[src/rtl/synth_input_pkg.sv]
// Shared types and defaults for the octave push-button front end.
package synth_input_pkg;

  typedef enum logic [1:0] {
    IDLE     = 2'd0,
    PRESS_DB = 2'd1,
    PRESSED  = 2'd2,
    REL_DB   = 2'd3
  } key_db_state_t;

  localparam int DEBOUNCE_CYCLES_DEF = 10000;
  localparam int REPEAT_CYCLES_DEF   = 0;

  // Counter width large enough to hold the larger of the two terminal counts.
  function automatic int cnt_width(input int db, input int rpt);
    return $clog2(((db > rpt) ? db : rpt) + 1);
  endfunction

endpackage

[src/rtl/key_debounce.sv]
// One push-button channel: 2-FF synchroniser, debounce FSM, optional
// hold-to-repeat, and a registered single-cycle pulse.
module key_debounce
  import synth_input_pkg::*;
#(
  parameter int DEBOUNCE_CYCLES = DEBOUNCE_CYCLES_DEF,
  parameter int REPEAT_CYCLES   = REPEAT_CYCLES_DEF,
  parameter int CNT_W           = cnt_width(DEBOUNCE_CYCLES, REPEAT_CYCLES)
) (
  input  logic clk,
  input  logic n_rst,
  input  logic key_raw,
  output logic pulse
);

  localparam logic [CNT_W-1:0] DB_LAST  = CNT_W'(DEBOUNCE_CYCLES - 1);
  localparam logic [CNT_W-1:0] RPT_LAST = CNT_W'((REPEAT_CYCLES == 0) ? 0 : REPEAT_CYCLES - 1);

  logic             sync_p0;
  logic             sync_p1;
  key_db_state_t    state;
  logic [CNT_W-1:0] cnt;
  logic [CNT_W-1:0] rcnt;

  // Stage p0/p1: metastability guard for the asynchronous button input
  always_ff @(posedge clk or negedge n_rst) begin
    if (!n_rst) begin
      sync_p0 <= 1'b0;
      sync_p1 <= 1'b0;
    end else begin
      sync_p0 <= key_raw;
      sync_p1 <= sync_p0;
    end
  end

  // Debounce / repeat FSM on the synchronised level
  always_ff @(posedge clk or negedge n_rst) begin
    if (!n_rst) begin
      state <= IDLE;
      cnt   <= '0;
      rcnt  <= '0;
      pulse <= 1'b0;
    end else begin
      pulse <= 1'b0;
      case (state)
        IDLE: begin
          if (sync_p1) begin
            state <= PRESS_DB;
            cnt   <= '0;
          end
        end
        PRESS_DB: begin
          if (!sync_p1) begin
            state <= IDLE;
          end else if (cnt == DB_LAST) begin
            state <= PRESSED;
            pulse <= 1'b1;
            rcnt  <= '0;
          end else begin
            cnt <= cnt + 1'b1;
          end
        end
        PRESSED: begin
          if (!sync_p1) begin
            state <= REL_DB;
            cnt   <= '0;
          end else if ((REPEAT_CYCLES != 0) && (rcnt == RPT_LAST)) begin
            pulse <= 1'b1;
            rcnt  <= '0;
          end else begin
            rcnt <= rcnt + 1'b1;
          end
        end
        REL_DB: begin
          // A bounce back high during release resumes the held press silently
          if (sync_p1) begin
            state <= PRESSED;
            rcnt  <= '0;
          end else if (cnt == DB_LAST) begin
            state <= IDLE;
          end else begin
            cnt <= cnt + 1'b1;
          end
        end
        default: state <= IDLE;
      endcase
    end
  end

endmodule

[src/rtl/octave_key_conditioner.sv]
// Two debounced octave keys with same-cycle collision suppression; outputs
// come only from registered channel pulses.
module octave_key_conditioner
  import synth_input_pkg::*;
#(
  parameter int DEBOUNCE_CYCLES = DEBOUNCE_CYCLES_DEF,
  parameter int REPEAT_CYCLES   = REPEAT_CYCLES_DEF,
  parameter int CNT_W           = cnt_width(DEBOUNCE_CYCLES, REPEAT_CYCLES)
) (
  input  logic clk,
  input  logic n_rst,
  input  logic key_up_raw,
  input  logic key_down_raw,
  output logic octave_key_up,
  output logic octave_key_down
);

  logic up_p;
  logic dn_p;

  key_debounce #(
    .DEBOUNCE_CYCLES(DEBOUNCE_CYCLES),
    .REPEAT_CYCLES  (REPEAT_CYCLES),
    .CNT_W          (CNT_W)
  ) u_up (
    .clk    (clk),
    .n_rst  (n_rst),
    .key_raw(key_up_raw),
    .pulse  (up_p)
  );

  key_debounce #(
    .DEBOUNCE_CYCLES(DEBOUNCE_CYCLES),
    .REPEAT_CYCLES  (REPEAT_CYCLES),
    .CNT_W          (CNT_W)
  ) u_dn (
    .clk    (clk),
    .n_rst  (n_rst),
    .key_raw(key_down_raw),
    .pulse  (dn_p)
  );

  // Simultaneous pulses are ambiguous, so both are discarded
  assign octave_key_up   = up_p & ~dn_p;
  assign octave_key_down = dn_p & ~up_p;

endmodule

[config.mk]
export PLATFORM = sky130hd
export DESIGN_NAME = octave_key_conditioner
export DESIGN_NICKNAME = d
export VERILOG_FILES = /design/src/rtl/synth_input_pkg.sv /design/src/rtl/key_debounce.sv /design/src/rtl/octave_key_conditioner.sv
export SDC_FILE = /design/constraint.sdc
export NUM_CORES = 1
export LEC_CHECK = 0
export CORE_MARGIN = 2
export CORE_UTILIZATION = 40
export CTS_BUF_LIST = sky130_fd_sc_hd__clkbuf_16
export CTS_CLUSTER_SIZE = 24
export DETAILED_ROUTE_END_ITERATION = 10
export PLACE_DENSITY = 0.59
export SYNTH_ARGS = -nofsm -noshare
export SYNTH_HDL_FRONTEND = slang
export SYNTH_SLANG_ARGS = --single-unit
export TNS_END_PERCENT = 30
[constraint.sdc]
create_clock -name clk -period 2.39 [get_ports clk]
set_input_delay 0.478 -clock clk [delete_from_list [all_inputs] [get_ports clk]]
set_output_delay 0.478 -clock clk [all_outputs]
set_load 0.02 [all_outputs]
=== Word level (Yosys, flattened, before mapping) ===
Index checks and enable logic that the tools add are counted.
Widths: inputs -> output; s select.

* Register bits after elaboration: 38
* Bits of input ports: 4
* Word-level logic and storage cells: 74

* $add $sub $neg: 2
* Muxes and demuxes: 32
* Equal/unequal tests: 20
* Bitwise logic cells: 4
* Reductions and logical operators: 6

{| class="wikitable"
|+ Operators by type and width
! cell !! number
|-
| $mux 14 || 10
|-
| $pmux 14 s4 || 2
|-
| $add 14x1->14 const B || 2
|-
| $eq 14x14->1 const B || 2
|-
| $mux 2 || 12
|-
| $pmux 2 s4 || 2
|-
| $reduce_and 4->1 || 4
|-
| $eq 2x2->1 const B || 4
|-
| $ne 2x1->1 const B || 4
|-
| $ne 2x2->1 const B || 4
|-
| $mux 1 || 6
|-
| $ne 3x1->1 const B || 2
|-
| $ne 3x3->1 const B || 2
|-
| $eq 2x1->1 const B || 2
|-
| $logic_not 2->1 || 2
|-
| $and 1x1->1 || 2
|-
| $not 1->1 || 2
|}

=== Logic depth before layout (Yosys ltp) ===
Gate-level depths: netlist (run 1).

* Depth after elaboration: 4
* Mapped depth: 6
* Depth with buffers taken out: 5

=== Hierarchy ===
From an unflattened synthesis (run 1), not the netlist that was laid out.

* Cell total of the unflattened synthesis: 182
* Area total of the unflattened synthesis: 1806.7 µm²

{| class="wikitable"
|+ By module, submodules not included
! module !! instances !! area an instance (µm²) !! cells each
|-
| key_debounce || 2 || 895.9 || 90
|-
| octave_key_conditioner || 1 || 15.0 || 2
|}

=== Least setup slack after synthesis (run 1) ===
No wires, ideal clock.

* Path kind: register -> register
* Start: register u_dn.cnt[11]
* End: register u_dn.cnt[4]
* Setup time: 0.121 ns
* Path slack: 0.450 ns
* Buffers on the path: 0
* Data required time: 2.269 ns
* Stages on the path, launching flop included: 5
* Period minus slack after synthesis: 1.940 ns
* Data arrival time: 1.819 ns
* Cell sequence: dfrtp_1 or4b_4 or4_4 a22o_1 a22o_1

* Longest elaborated chain between the ends: 4
* Elaborated cells between the ends (all ways): 5

{| class="wikitable"
|+ RTL lines
! what !! line !! source
|-
| start: declaration || key_debounce.sv:22 || <nowiki>logic [CNT_W-1:0] cnt;</nowiki>
|-
| start signal: assignment || key_debounce.sv:60 || <nowiki>cnt <= cnt + 1'b1;</nowiki>
|-
| start signal: assignment || key_debounce.sv:82 || <nowiki>cnt <= cnt + 1'b1;</nowiki>
|-
| $eq 14x14->1 (*) || key_debounce.sv:55, key_debounce.sv:79 ||
|-
| $mux 14 (*) || -- ||
|-
| $mux 14, on equally long branches || -- ||
|-
| $pmux 14 s4 (*) || -- ||
|}

Every way passes the cells marked *; elsewhere a longest branch is shown, timed or not. The select of a mux whose other input is x is not followed.
A chain may end at the register's enable or synchronous reset.

=== Worst setup path after layout (run 1) ===
* Start: register u_up.cnt[7]
* End: register u_up.cnt[12]

* Longest elaborated chain between the ends: 4
* Elaborated cells between the ends (all ways): 6

{| class="wikitable"
|+ RTL lines
! what !! line !! source
|-
| start: declaration || key_debounce.sv:22 ||
|-
| start signal: assignment || key_debounce.sv:60 ||
|-
| start signal: assignment || key_debounce.sv:82 ||
|-
| $add 14x1->14 / $eq 14x14->1 (equally long branches) || -- ||
|-
| $mux 14 (*) || key_debounce.sv:55, key_debounce.sv:79 ||
|-
| $mux 14, on equally long branches || key_debounce.sv:76, key_debounce.sv:53 ||
|-
| $pmux 14 s4 (*) || key_debounce.sv:45 || <nowiki>case (state)</nowiki>
|}

Marks and branches as above.

==> results.json, run 1 <==
{
  "rows": 26,
  "vias": 1591,
  "core_area_um2": 5040,
  "finalCritPeriodShare_pct": 88.2,
  "cts_tree": "yes",
  "arrival_ps": 2240,
  "grt_remaining_overflow": 0,
  "cts_root_buf": "clkbuf_16",
  "cts_resized": 0,
  "synth_area_um2": 2050,
  "cp-end-kind": "flop",
  "ys_seq_elements": 38,
  "fin_ws_ps": 282,
  "start_util_pct": 40.7,
  "die_w_um": 75.6,
  "p_int_uw": 1090,
  "netSwitchingFraction_pct": 24.0,
  "cp_max_fo": 10,
  "antenna_found_initial": 0,
  "p_leak_uw": 0.000945,
  "critPathSlowestCell": "or4_4",
  "grt_pass1_wl_mm": 7.19,
  "wl_per_cell_um": 14.2,
  "utilization_pct": 46.3,
  "drv_slew": 0,
  "avgSynthCellArea_um2": 9.97,
  "postCtsHoldBufs": 0,
  "vias_per_cell": 5.54,
  "ioPinCount": 6,
  "dp_hpwl_mm": 2.87,
  "p_sw_uw": 344,
  "layout.cells.most_common_list": "38 x dfrtp_1, 23 x nand2_1, 16 x nand3_1, 12 x o21ai_0, 11 x nor2_1",
  "num-fill-cells": 488,
  "clockBufferDepth": 2,
  "first_pass_iters": 4,
  "cap_violations": 0,
  "yosysWarnings": 0,
  "drive_gt1_share_pct": 12.4,
  "drt-initial-drc-count": 105,
  "placed_area_um2": 2190,
  "place_ws_ps": 291,
  "hold_class": "in2async",
  "track_usage_pct": 16.6,
  "ir_drop_uv": 418,
  "antenna_cells": 0,
  "yosysSeqAreaShare_pct": 46.3,
  "dieHeight_um": 75.6,
  "rsz0062_at_grt": "no",
  "layout_commonest_cell": "dfrtp_1",
  "io_buffer_count": 5,
  "p_comb_share_pct": 6.1,
  "synth.net_count": 212,
  "cp_num_buf_inv": 0,
  "slew_headroom_pct": 65.6,
  "path_class": "reg2reg",
  "fmax_mhz": 474,
  "clkTransAtPathRegs_ps": 60,
  "wl_mm": 4.07,
  "crit_family": "simple AND/OR/NAND/NOR gates",
  "tightestPinTransition_ps": 516,
  "status": "complete, no violations",
  "gp_congestion": 0.835,
  "cts_setup_buffers": 0,
  "cts_sinks": 38,
  "finalHoldViolCount": 0,
  "slowest_delay_ps": 560,
  "drc_errors": 0,
  "setup_tns_ps": 0,
  "final_nets": 222,
  "postRouteAntennaNets": 0,
  "final.setup_skew_ps": 4.53,
  "finalSetupViolCount": 0,
  "power.density_nw_per_um2": 616,
  "power_frac_seq_pct": 49.0,
  "area_delta_synth_final_pct": 13.6,
  "ys_types": 45,
  "clkPwrFrac_pct": 44.8,
  "crit_chain": "or4_4 -> o41a_1 -> nand2_1 -> o221ai_1",
  "period_needed_ps": 2110,
  "cts-buffers-inserted": 5,
  "grt_max_degree": 21,
  "start_kind": "flop",
  "dieArea_um2": 5720,
  "htree_levels": 2,
  "clk_latency_ps": 280,
  "fin_area_um2": 2330,
  "syn_inst": 206,
  "grt_pass1_vias": 1525,
  "cp.required_ps": 2530
}
==> final cells by class <==
class                      instances  area [um2]  share of cell area (%)
tap                               70        87.6                    3.76
sequential                        38         951                    40.8
inverter                           5        18.8                   0.805
timing repair buffer              11        90.1                    3.86
clock buffer                       5         125                    5.36
clock inverter                     3        21.3                   0.912
multi-input combinational        155        1040                    44.5
==> stage by stage <==
step                      total power, uW  cells  hold WS [ps]
after global placement                804    279           316
after global routing                 1500    287          28.1
final                                1440    287          18.9
after CTS                            1460    287          21.2
after floorplan                       765    206           182
after detailed placement              805    279           320
==> per-layer routing <==
metal  routed length, um  vias to the layer above  track usage, %
li1                    -                      794               -
met1                2100                      769            23.7
met2                1770                       24            24.8
met3                 139                        4            3.97
met4                  57                        0            5.65
met5                   0                        -               0
==> Yosys cell counts <==
master / n / area [um2]
dfrtp_1: 38 / 951
nand2_1: 23 / 86.3
nand3_1: 16 / 80.1
o21ai_0: 12 / 60.1
nor2_1: 11 / 41.3
nand4_1: 9 / 56.3
nor3_1: 7 / 35.0
a22o_1: 5 / 43.8
inv_1: 5 / 18.8
nor4_1: 5 / 31.3
clkbuf_1: 4 / 15.0
mux2_2: 4 / 45.0
nand2b_1: 4 / 25.0
o211ai_1: 4 / 30.0
xnor2_1: 4 / 35.0
xor2_1: 4 / 35.0
a21oi_1: 3 / 15.0
nand3b_1: 3 / 22.5
nand4b_1: 3 / 26.3
nor2b_1: 3 / 18.8
o221ai_1: 3 / 26.3
a32o_1: 2 / 20.0
and4_1: 2 / 17.5
buf_1: 2 / 7.51
buf_6: 2 / 22.5
ha_1: 2 / 25.0
mux2i_1: 2 / 20.0
nor3b_1: 2 / 15.0
nor4_4: 2 / 42.5
or3_1: 2 / 12.5
or4_1: 2 / 15.0
or4_4: 2 / 22.5
or4b_1: 2 / 20.0
a211o_1: 1 / 8.76
a22o_2: 1 / 10.0
a41oi_1: 1 / 8.76
and2_1: 1 / 6.26
and2_4: 1 / 8.76
and3b_1: 1 / 8.76
mux2_1: 1 / 11.3
nand3_2: 1 / 10.0
o2bb2ai_1: 1 / 8.76
o311ai_0: 1 / 8.76
o41a_1: 1 / 11.3
or4b_4: 1 / 13.8
==> power groups by stage <==
| stage | Combinational, uW | Clock [uW] | Sequential (uW) |
|---|---|---|---|
| final | 88.2 | 644 | 704 |
| after global routing | 103 | 688 | 709 |
| after CTS | 90.0 | 666 | 703 |
| after detailed placement | 90.0 | 0 | 715 |
| after global placement | 89.7 | 0 | 714 |
| after floorplan | 62.9 | 0 | 702 |
==> final timing paths <==
check                              from           end  slack, ps  cells after the start
min in group clk           u_up.sync_p0  u_up.sync_p1        360                      0
max in group asynchronous         n_rst   u_up.cnt[9]       1920                      2
min reg2reg                u_up.sync_p0  u_up.sync_p1        360                      0
max                         u_up.cnt[7]  u_up.cnt[12]        280                      4
max reg2reg                 u_up.cnt[7]  u_up.cnt[12]        280                      4
min                               n_rst  u_dn.cnt[10]         20                      1
==> sequential cells by signal, indices dropped and copies added, names as in the netlist, named ones only <==
signal / cells
u_up.pulse: 1
u_up.cnt: 14
u_up.state: 1
u_up.sync_p1: 1
u_dn.state: 1
u_dn.cnt: 14
u_dn.pulse: 1
u_dn.sync_p1: 1
u_up.sync_p0: 1
u_dn.sync_p0: 1
==> worst register-to-register path: stages (launching register included) <==
cell,delay (ps)
dfrtp_1,430
or4_4,560
o41a_1,540
nand2_1,270
o221ai_1,170
==> kinds of logic (layout without fill, tap and decap cells) <==
logic type / Yosys count / after routing / share of synthesized area (%)
compound gates: 35 / 35 / 12.2
xor+xnor: 8 / 8 / 3.41
fa+ha+maj: 2 / 2 / 1.22
buf+inv: 13 / 24 / 3.11
flops: 38 / 38 / 46.3
mux: 7 / 7 / 3.72
simple gates: 103 / 103 / 30.0
Note: power is estimated with default switching activity, not from simulation.
==> run 2, diff against run 1 <==
--- a/config.mk
+++ b/config.mk
@@ -13,5 +13,6 @@
 export PLACE_DENSITY = 0.59
 export SYNTH_ARGS = -nofsm -noshare
 export SYNTH_HDL_FRONTEND = slang
+export SYNTH_HIERARCHICAL = 1
 export SYNTH_SLANG_ARGS = --single-unit
 export TNS_END_PERCENT = 30
==> run 2 against run 1 <==
Fmax up 10%. Via count down 12%. Total power down 7.0%. Sequential power down 3%. Clock power down 8.9%. Final area down 12%. Final cell count down 16%. Routed wire length down 14%. Largest power group unchanged.
==> results.json, run 2 <==
{
  "clkTransAtPathRegs_ps": 50,
  "final_nets": 197,
  "area_delta_synth_final_pct": 13.1,
  "dieArea_um2": 5070,
  "finalCritPeriodShare_pct": 80.2,
  "antenna_found_initial": 0,
  "path_class": "reg2out",
  "wl_per_cell_um": 14.5,
  "p_comb_share_pct": 4.8,
  "critPathSlowestCell": "clkdlybuf4s50_1",
  "start_util_pct": 41.5,
  "vias": 1404,
  "dp.cells": 236,
  "yosysTopAreaCell": "dfrtp_1",
  "dieHeight_um": 71.2,
  "gp_congestion": 0.852,
  "synth_top_area_share_pct": 52.6,
  "fmax_mhz": 522,
  "cts_setup_buffers": 0,
  "tightestPinTransition_ps": 787,
  "period_needed_ps": 1920,
  "htree_levels": 2,
  "ys_types": 23,
  "ys_async_sr_fraction_pct": 100,
  "ys_seq_elements": 38,
  "yosysWarnings": 6,
  "ioPinCount": 6,
  "cp_max_fo": 2,
  "antenna_cells": 0,
  "track_usage_pct": 15.2,
  "ir_drop_uv": 508,
  "vias_per_cell": 5.80,
  "yosysMostFrequentCell": "dfrtp_1",
  "rows": 24,
  "avgSynthCellArea_um2": 9.93,
  "slowest_delay_ps": 600,
  "core_area_um2": 4350,
  "grt_remaining_overflow": 0,
  "layout_commonest_cell": "dfrtp_1",
  "arrival_ps": 1440,
  "cts_tree": "yes",
  "synth-edff-count": 0,
  "grt_pass1_vias": 1370,
  "p_sw_uw": 280,
  "drc_errors": 0,
  "clockBufferDepth": 2,
  "start_kind": "flop",
  "cts-buffers-inserted": 5,
  "synthFlopType": "dfrtp_1",
  "slew_headroom_pct": 47.3,
  "first_pass_iters": 4,
  "cts_resized": 0,
  "synthTopCellsByCount": "38 x dfrtp_1, 18 x o21ai_0, 16 x a21oi_1",
  "cp-end-kind": "output port",
  "finalHoldViolCount": 0,
  "postRouteAntennaNets": 0,
  "crit_chain": "and2b_2 -> clkdlybuf4s50_1",
  "dp_hpwl_mm": 2.48,
  "yosysSeqAreaShare_pct": 52.6,
  "final.setup_skew_ps": 2.29,
  "hold_class": "reg2reg",
  "clk_latency_ps": 270,
  "p_int_uw": 1060,
  "drv_slew": 0,
  "synthTopCellsByArea": "dfrtp_1 53%, o21ai_0 5.0%, or3_1 4.8%",
  "power_frac_seq_pct": 51.2,
  "power.density_nw_per_um2": 654,
  "postCtsHoldBufs": 0,
  "grt_pass1_wl_mm": 6.04,
  "p_leak_uw": 0.000868,
  "layout.cells.most_common_list": "38 x dfrtp_1, 18 x o21ai_0, 16 x a21oi_1, 14 x or3_1",
  "stdcell_count": 242,
  "cts_sinks": 38,
  "io_buffer_count": 5,
  "die_w_um": 71.2,
  "cts_root_buf": "clkbuf_16",
  "cp.required_ps": 1910,
  "synth.net_count": 188,
  "drt-initial-drc-count": 63,
  "syn_inst": 182,
  "grt_max_degree": 39,
  "clkPwrFrac_pct": 43.9,
  "cap_violations": 0,
  "finalSetupViolCount": 0,
  "synth_area_um2": 1810,
  "rsz0062_at_grt": "no",
  "netSwitchingFraction_pct": 20.9,
  "reg_top3": "u_dn/cnt: 14 flops, u_up/cnt: 14 flops",
  "drive_gt1_share_pct": 5.79,
  "wl_mm": 3.51,
  "status": "complete, no violations",
  "setup_tns_ps": 0
}
## run 2: final timing paths
kind,from,to,slack [ps],cells after the start
worst max-delay path,u_up/pulse,octave_key_down,470,2
worst min-delay path,u_dn/sync_p0,u_dn/sync_p1,350,0
worst max register to register,u_up/cnt[0],u_up/cnt[3],590,5
worst min register to register,u_dn/sync_p0,u_dn/sync_p1,350,0
max in group asynchronous,n_rst,u_dn/state[0],1420,2
min in group asynchronous,n_rst,u_up/cnt[0],640,2
## run 2: kinds of logic after synthesis
kind of cell	Yosys count	share of synthesized area (%)
and+or+nand+nor	80	25.2
AOI/OAI and AO/OA	38	11.6
DFF	38	52.6
xor gates and xnor gates	12	5.82
buffers and inverters	10	2.08
muxes	2	1.25
adders and majority gates	2	1.38
## run 2: power by group through the flow
stage / sequential (uW) / clock, uW / combinational, uW
finish: 684 / 587 / 64.8
global route: 686 / 630 / 77.7
floorplan: 689 / 0 / 36.7
global placement: 692 / 0 / 61.5
CTS: 683 / 602 / 65.6
detailed placement: 694 / 0 / 65.5
## run 2: layout make-up
cell class	count	area (um2)
multi-input combinational	134	818
clock buffer	5	125
clock inverter	1	3.75
fill	395	2310
tap	52	65.1
inverter	6	22.5
timing repair buffer	6	57.6
sequential	38	951
## run 2: stage by stage
stage | power, uW | hold slack, ps | instance area (um2) | util [%] | setup WS [ps]
2_1_floorplan | 726 | 182 | 1810 | - | 810
3_3_place_gp | 753 | 333 | 1910 | 44.0 | 697
3_5_place_dp | 760 | 337 | 1910 | 44.0 | 601
4_1_cts | 1350 | 349 | 2040 | 46.9 | 456
5_1_grt | 1390 | 357 | 2040 | 46.9 | 415
6_report | 1340 | 347 | 2040 | 46.9 | 473
## run 2: layer usage
metal / GRT usage (%) / wire length, um
met5: 0 / 0
met4: 7.55 / 38
met3: 3.42 / 120
met2: 22.7 / 1680
met1: 20.8 / 1670
## run 2: critical path, delay by kind of cell, from the launching register on
family                 cells  cell delay [ps]
buffers and inverters      1              600
and+or+nand+nor            1              200
DFF                        1              370
